==> src/rtl/fifo_rd_stream.sv <==
// -----------------------------------------------------------------------------
// fifo_rd_stream
//
// Read-side consumer stage for a dual-clock FIFO, clocked in the read domain.
// It pops the FIFO whenever data is available and the local skid buffer has
// credit. The buffer absorbs the FIFO's one-cycle read latency. Buffered words
// go out on a valid/ready stream. A counter tracks the words accepted
// downstream.
//
// Parameters
//   WIDTH      data word width (matches the FIFO data type)
//   BUF_DEPTH  skid buffer entries, 2..8 (>= 3 sustains 1 word/cycle)
//   CNT_W      width of the delivered-word counter
//
// Ports
//   rdclk      in   read-domain clock, all logic on the rising edge
//   rd_rst     in   asynchronous active-low reset
//   enable     in   gates new pops; buffered/in-flight words still drain
//   empty      in   FIFO empty flag, synchronous to rdclk
//   fifo_data  in   FIFO read data, valid the cycle after pop
//   pop        out  FIFO read strobe, one word per high cycle
//   m_data     out  stream data (buffer head entry)
//   m_valid    out  stream valid
//   m_ready    in   stream ready from downstream
//   rd_count   out  words accepted downstream since reset (wraps)
// -----------------------------------------------------------------------------
module fifo_rd_stream #(
    parameter int WIDTH     = 8,
    parameter int BUF_DEPTH = 3,
    parameter int CNT_W     = 16
) (
    input  logic             rdclk,
    input  logic             rd_rst,
    input  logic             enable,
    input  logic             empty,
    input  logic [WIDTH-1:0] fifo_data,
    output logic             pop,
    output logic [WIDTH-1:0] m_data,
    output logic             m_valid,
    input  logic             m_ready,
    output logic [CNT_W-1:0] rd_count
);

    // -------------------------------------------------------------------------
    // Derived sizes
    // -------------------------------------------------------------------------
    localparam int PTR_W  = (BUF_DEPTH > 1) ? $clog2(BUF_DEPTH) : 1;
    localparam int OCC_W  = $clog2(BUF_DEPTH + 1);
    // One extra bit so occ + inflight cannot wrap when occ == BUF_DEPTH.
    localparam int USED_W = OCC_W + 1;

    localparam logic [PTR_W-1:0]  LAST_PTR   = PTR_W'(BUF_DEPTH - 1);
    localparam logic [OCC_W-1:0]  FULL_OCC   = OCC_W'(BUF_DEPTH);
    localparam logic [USED_W-1:0] DEPTH_USED = USED_W'(BUF_DEPTH);

    generate
        if (BUF_DEPTH < 2 || BUF_DEPTH > 8) begin : g_bad_depth
            $error("fifo_rd_stream: BUF_DEPTH must be in 2..8");
        end
    endgenerate

    // -------------------------------------------------------------------------
    // State
    // -------------------------------------------------------------------------
    logic [WIDTH-1:0]  r_buf [BUF_DEPTH];
    logic [PTR_W-1:0]  r_head;
    logic [PTR_W-1:0]  r_tail;
    logic [OCC_W-1:0]  r_occ;
    logic              r_inflight;
    logic [CNT_W-1:0]  r_rd_count;

    logic [USED_W-1:0] w_used;
    logic              w_credit;
    logic              w_pop;
    logic              w_valid;
    logic              w_deq;
    logic [OCC_W-1:0]  w_occ_next;

    // Circular pointer advance, wrapping modulo BUF_DEPTH (not a power of 2
    // in general, so the wrap is explicit).
    function automatic logic [PTR_W-1:0] ptr_inc(input logic [PTR_W-1:0] ptr);
        return (ptr == LAST_PTR) ? '0 : ptr + PTR_W'(1);
    endfunction

    // -------------------------------------------------------------------------
    // Pop / credit
    //
    // Credit counts both the words already buffered and the word that is
    // still in flight from last cycle's pop. Only registered state is used,
    // so m_ready has no combinational path to pop. A dequeue therefore frees
    // credit one cycle later.
    // -------------------------------------------------------------------------
    assign w_used   = USED_W'(r_occ) + USED_W'(r_inflight);
    assign w_credit = (w_used < DEPTH_USED);
    assign w_pop    = enable & ~empty & w_credit;

    // Gating with rd_rst keeps pop low for the whole reset interval, even
    // while enable and ~empty are already high.
    assign pop      = w_pop & rd_rst;

    // -------------------------------------------------------------------------
    // Stream side
    // -------------------------------------------------------------------------
    assign w_valid  = (r_occ != '0);
    assign w_deq    = w_valid & m_ready;

    assign m_valid  = w_valid;
    assign m_data   = r_buf[r_head];
    assign rd_count = r_rd_count;

    // Occupancy: a capture and a dequeue in the same cycle cancel out. A
    // captured word is never bypassed to the output, so it shows up as
    // m_valid one cycle after capture.
    // NOTE: every signal assigned in an always_comb gets a default first, so
    // no path leaves it unassigned and no latch is inferred.
    always_comb begin
        w_occ_next = r_occ;
        case ({r_inflight, w_deq})
            2'b10:   w_occ_next = r_occ + OCC_W'(1);
            2'b01:   w_occ_next = r_occ - OCC_W'(1);
            default: w_occ_next = r_occ;
        endcase
    end

    // -------------------------------------------------------------------------
    // Control registers
    // -------------------------------------------------------------------------
    // NOTE: sequential state uses non-blocking assignments only, so every
    // register samples the pre-edge values of every other register.
    always_ff @(posedge rdclk or negedge rd_rst) begin
        if (!rd_rst) begin
            r_head     <= '0;
            r_tail     <= '0;
            r_occ      <= '0;
            r_inflight <= 1'b0;
            r_rd_count <= '0;
        end else begin
            // The FIFO presents the popped word one cycle later.
            r_inflight <= w_pop;
            r_occ      <= w_occ_next;

            if (r_inflight) begin
                r_tail <= ptr_inc(r_tail);
            end

            if (w_deq) begin
                r_head     <= ptr_inc(r_head);
                r_rd_count <= r_rd_count + CNT_W'(1);
            end
        end
    end

    // -------------------------------------------------------------------------
    // Skid buffer storage
    // -------------------------------------------------------------------------
    // NOTE: this storage is reset on purpose. It is only a few flops, and
    // m_data reads the head entry directly, so clearing it is what makes
    // m_data read zero during and right after reset.
    always_ff @(posedge rdclk or negedge rd_rst) begin
        if (!rd_rst) begin
            for (int i = 0; i < BUF_DEPTH; i++) begin
                r_buf[i] <= '0;
            end
        end else if (r_inflight) begin
            r_buf[r_tail] <= fifo_data;
        end
    end

    // -------------------------------------------------------------------------
    // Safety properties
    // -------------------------------------------------------------------------
    // Credit invariant: buffered plus in-flight words never exceed the buffer.
    a_credit : assert property (
        @(posedge rdclk) disable iff (!rd_rst)
        w_used <= DEPTH_USED
    );

    // A capture into a full buffer without a matching dequeue is an overflow.
    a_no_overflow : assert property (
        @(posedge rdclk) disable iff (!rd_rst)
        !(r_inflight && !w_deq && (r_occ == FULL_OCC))
    );

    // The FIFO is never read while it reports empty.
    a_no_underflow : assert property (
        @(posedge rdclk) disable iff (!rd_rst)
        !(pop && empty)
    );

endmodule

==> config.mk <==
export PLATFORM = sky130hd
export DESIGN_NAME = fifo_rd_stream
export DESIGN_NICKNAME = d
export VERILOG_FILES = /design/src/rtl/fifo_rd_stream.sv
export SDC_FILE = /design/constraint.sdc
export NUM_CORES = 1
export LEC_CHECK = 0
export ABC_CLOCK_PERIOD_IN_PS = 2009
export BUFFER_PORTS_ARGS = -buffer_cell sky130_fd_sc_hd__buf_2
export CAP_MARGIN = 5
export CORE_MARGIN = 8
export CORE_UTILIZATION = 40
export DETAILED_ROUTE_END_ITERATION = 10
export SLEW_MARGIN = 20
export SYNTH_ARGS = -nofsm -noshare
export SYNTH_HDL_FRONTEND = slang
export SYNTH_SLANG_ARGS = --single-unit
==> constraint.sdc <==
create_clock -name rdclk -period 2.01 [get_ports rdclk]
set_input_delay 0.3015 -clock rdclk [delete_from_list [all_inputs] [get_ports rdclk]]
set_output_delay 0.3015 -clock rdclk [all_outputs]
set_load 0.05 [all_outputs]
# Word level (Yosys, flattened, before mapping)
# Index checks and enable logic that the tools add are counted.
# totals
output_inout_bits,26
in_bits,13
rom_bits,0
regBits,47
n_memories,0
latchBits,0
ram_bits,0
# op_classes
add_sub_neg,6
n_shift,0
bitwise_logic,7
n_mux,9
n_mul,0
n_reduce_logical,3
magnitude_cmp,4
div_mod_pow,0
n_eq_ne,4
# op_table
op,count
bitwise mux 24 bit,1
2-to-1 mux 8 bit,3
adder 16 x 1 -> 16 bit (second input constant),1
binary-select mux 8 bit (select 2 bit),1
demux 8 bit (select 2 bit),1
adder 2 x 1 -> 2 bit (second input constant),3
== test 2 bit (second input constant),3
greater-or-equal comparator 3 bit (second input constant),2
NOT 2 -> 3 bit,2
AND 1 bit,4
2-to-1 mux 2 bit,2
one-hot mux 2 bit (2 select lines),1
nonzero test 2 bit,2
adder 2 x 1 -> 3 bit,1
< comparator 3 x 1 -> 1 bit (second input constant),1
< comparator 3 x 2 -> 1 bit (second input constant),1
== test 2 x 1 -> 1 bit (second input constant),1
subtractor 2 x 1 -> 2 bit (second input constant),1
logical AND 1 bit,1
NOT 1 bit,1

# Longest topological paths before layout
# logic_depth
ltp_word,6
depth_mapped,6

# Least setup slack after synthesis
# Ideal clock, no wire load.
# synth_timing
path_type,reg-to-output
start,register r_occ[0]
end,output port pop
arrival_time_ps,1818
required_time_ps,1709
setup_slack_ps,-109
n_path_buf,0
path_stages_with_launch,5
cell_sequence,dfrtp_1 -> ha_1 -> ha_1 -> a2111oi_0 -> and2_1
# synth_between
elab_chain_len,4
# synth_lines
item,line,source
from (decl),68,logic [OCC_W-1:0] r_occ;
from (signal assigned),140,r_occ <= w_occ_next;
adder 2 x 1 -> 3 bit,93,assign w_used = USED_W'(r_occ) + USED_W'(r_inflight);
< comparator 3 x 2 -> 1 bit,94,assign w_credit = (w_used < DEPTH_USED);
AND 1 bit,95,assign w_pop = enable & ~empty & w_credit;
net w_pop,74,logic w_pop;
AND 1 bit,99,assign pop = w_pop & rd_rst;
to (decl),37,"output logic pop,"
# The timed path passes the listed nets, and every way through them passes these cells.

# Worst setup path in the final report
# Ends and elaborated chain as after synthesis.

==> summary.txt <==
Logic synthesis
  • Average size of a mapped cell: 12.84 sq um
  • Largest cells by area after synthesis: dfrtp_1 (55%), mux2_4 (5.6%), xnor2_1 (5.3%)
  • FF+latch count, synth: 47
  • Post-synth net total: 183
  • Post-synthesis sequential area ratio: 0.5520
  • Synth area leader: dfrtp_1
  • Ys Warns: 0
  • Mapped cell area: 2131 sq um
  • Post-Synthesis Cells: 166
  • Distinct cell type count after synthesis: 33
  • Post-synth top area share: 0.5520

Critical path
  • Cell breakdown of the critical path: ha_2, ha_4, a2111oi_4, and2_4, buf_8
  • Slowest CP cell: dfrtp_1
  • Delay-heaviest family, CP: adder cells
  • CP required: 1710 ps
  • Setup crit end kind: output pin
  • Crit Path Class: reg2out
  • CP startpoint kind: flip-flop
  • Critical-path maximum fanout: 2
  • Max incr delay on CP: 380 ps
  • Worst Path Buf+Inv: 1
  • WP data arrival: 1750 ps

Placement
  • Routability Congestion: 0.7263
  • Dpl hpwl: 2770 um
  • Port Buf Inserts: 38
  • Placed cell count: 278
  • Dpl ws: -53.92 ps
  • Placed Instance Area: 2450 sq um

Global routing
  • Initial antenna violation count: 0
  • GR Overflow Total: 0
  • Gr usage total: 0.1119
  • First-pass GRT wire length: 6803 um
  • Largest net degree at the start of global routing: 48
  • Vias in the first global route: 1452

Finish
  • Layout Cells excl Fill: 287
  • N_diodes: 0
  • Synth-to-layout area growth: 21.26%
  • Net count, final: 233
  • Area of the multi-input gates: 952.2 sq um
  • # fillers: 501
  • Share of layout cells above drive strength 1: 0.3779
  • Seq. cell area: 1176 sq um
  • Fin area: 2584 sq um

Floorplanning
  • Die area: 7918 sq um
  • Die X-Extent: 88.99 um
  • Die Y: 88.99 um
  • Row count: 26
  • # IOs: 39
  • Core Region: 5140 sq um
  • Initial Util: 0.4146

Timing
  • Final worst-path cycle share: 1.018
  • Setup WS post-layout: -36.70 ps
  • Actual transition at the worst max-transition pin: 589.1 ps
  • RSZ-0062 raised after global routing: true
  • Hold Vio Cnt, Final: 0
  • Setup Viol. Count Final: 1
  • Fmax: 488.6 MHz
  • Final Max Tran Viols: 0
  • Clock Skew: 5.013 ps
  • Relative slew slack: 0.6073
  • Final Critical Period: 2047 ps

Routing
  • Vias per cell: 4.753
  • Uppermost layer routed: met4
  • Met3 wire len: 251 um
  • Iteration-0 DRC Markers: 30
  • Metal2 WL: 1792 um
  • Pre-antenna DRT Iters: 4
  • Via count: 1364
  • DRC viols: 0
  • Routed length per instance: 13.88 um
  • DRT antenna net count: 0
  • Met1 Routed Length: 1904 um
  • WL final: 3983 um

CTS
  • Clock Latency Late Sink: 290 ps
  • H-tree levels: 2
  • Root Buffer: clkbuf_8
  • CTS tree: built
  • Hold_buf cts: 0
  • Clock buffer depth: 2
  • CTS Buf Count: 5
  • Clock sinks: 47
  • Reg clk slew, reported paths: 80 ps

Job
  • Max_cap viols: 0

Outcome
  • Violated checks: setup timing
  • Status: finished with violations

Pwr
  • Leakage power: 1.247 nW
  • Worst vdd ir: 1.214 mV
  • Power Density: 1683 nW/um^2

Min path
  • Tightest Hold Check Type: in2async
==> layout make-up <==
| class | count | share of cell area |
|---|---|---|
| Sequential cell | 47 | 0.4552 |
| Multi-Input combinational cell | 110 | 0.3685 |
| Timing Repair Buffer | 47 | 0.1036 |
| Tap cell | 70 | 0.03390 |
| Clock buffer | 7 | 0.02954 |
| Inverter | 5 | 0.007264 |
| Clock inverter | 1 | 0.001937 |
==> placed cells by master, fill, tap and decap left out, types with 2 or more instances in the layout <==
master	synthesis	layout
mux2i_1	8	8
o21ai_0	10	3
buf_4	1	9
ha_1	4	2
clkbuf_8	0	5
nand3_1	7	7
nor2_1	3	3
buf_2	1	37
xor2_1	5	5
dfrtp_1	47	47
inv_1	4	4
mux2_1	6	6
clkbuf_1	2	2
nand2_1	18	18
o21ai_1	0	7
and4_1	3	3
mux2_4	8	8
mux2_2	10	10
xnor2_1	13	13
==> where the power goes <==
part	switching [mW]	internal, mW	leakage, nW
combinational	1.42	0.818	0.624
clock	0.295	0.244	0.0422
sequential	0.244	1.32	0.581
==> path summary, 6_finish.rpt <==
path / from / endpoint / slack (ps) / cells past startpoint
max: r_occ[0] / pop / -40 / 5
min: rd_rst / rd_count[0] / 130 / 2
max reg2reg: r_occ[1] / r_occ[1] / 300 / 6
min reg2reg: rd_count[15] / rd_count[15] / 470 / 1
max in group asynchronous: rd_rst / r_buf[10] / 1470 / 2
min in group rdclk: fifo_data[4] / r_buf[4] / 260 / 2
==> metal layers <==
layer | vias up | global-route usage
met1 | 652 | 0.1399
li1 | 675 | -
met5 | - | 0
met2 | 32 | 0.1772
met3 | 5 | 0.03493
met4 | 0 | 0.04079
==> through the flow <==
stage / util / power [mW] / hold slack (ps) / TNS, ps
global route: 0.5027 / 4.641 / 185.8 / -134.8
floorplan: - / 3.233 / 5.909 / 0
detailed placement: 0.4766 / 3.765 / 462.3 / -53.92
global placement: 0.4766 / 3.750 / 459.2 / -36.37
CTS: 0.5027 / 4.406 / 163.2 / -26.64
finish: 0.5027 / 4.347 / 125.7 / -36.70
==> synthesized netlist by cell type <==
cell type,instances
nor2_1,3
buf_2,1
mux2_2,10
xnor2_1,13
or2_1,1
nor4_4,1
inv_2,1
o21ai_0,10
dfrtp_1,47
nand2_1,18
o21ai_4,1
inv_1,4
a2111oi_0,1
or3_1,1
clkbuf_1,2
nor3_1,1
and4_1,3
nor2b_1,1
mux2i_1,8
nand3_1,7
nor3_4,1
a21o_1,1
a21o_2,1
buf_4,1
mux2_4,8
ha_1,4
mux2_1,6
and3_1,1
and2_1,1
xor2_1,5
nand4_1,1
or2_2,1
nor3_2,1
==> timing repair <==
item / in CTS / in global routing
setup endpoints to repair: 1 / 1
resized for setup: 9 / 0
hold endpoints to repair: 0 / 0
pin swaps: 2 / 1
setup buffers: 1 / 0
==> worst reg2reg max path, stage by stage, from the launching register on <==
cell	delay, ps
dfrtp_1	420
buf_4	160
o21ai_4	290
inv_1	150
ha_1	330
nor2_1	130
xor2_1	160
==> sequential cells by signal (all words and copies together) (netlist names) <==
name        flops
r_occ           2
r_tail          2
r_head          2
r_buf          24
r_inflight      1
rd_count       16
==> logic make-up (layout without fill, tap and decap cells) <==
group	after synthesis	count (layout)	synth area share
flops	47	47	0.5520
compound gates	14	14	0.04287
xor+xnor	18	18	0.07399
fa+ha+maj	4	4	0.02349
mux	32	32	0.1785
simple gates	42	42	0.1110
buf+inv	9	60	0.01820
(Power assumes the default switching activity.)
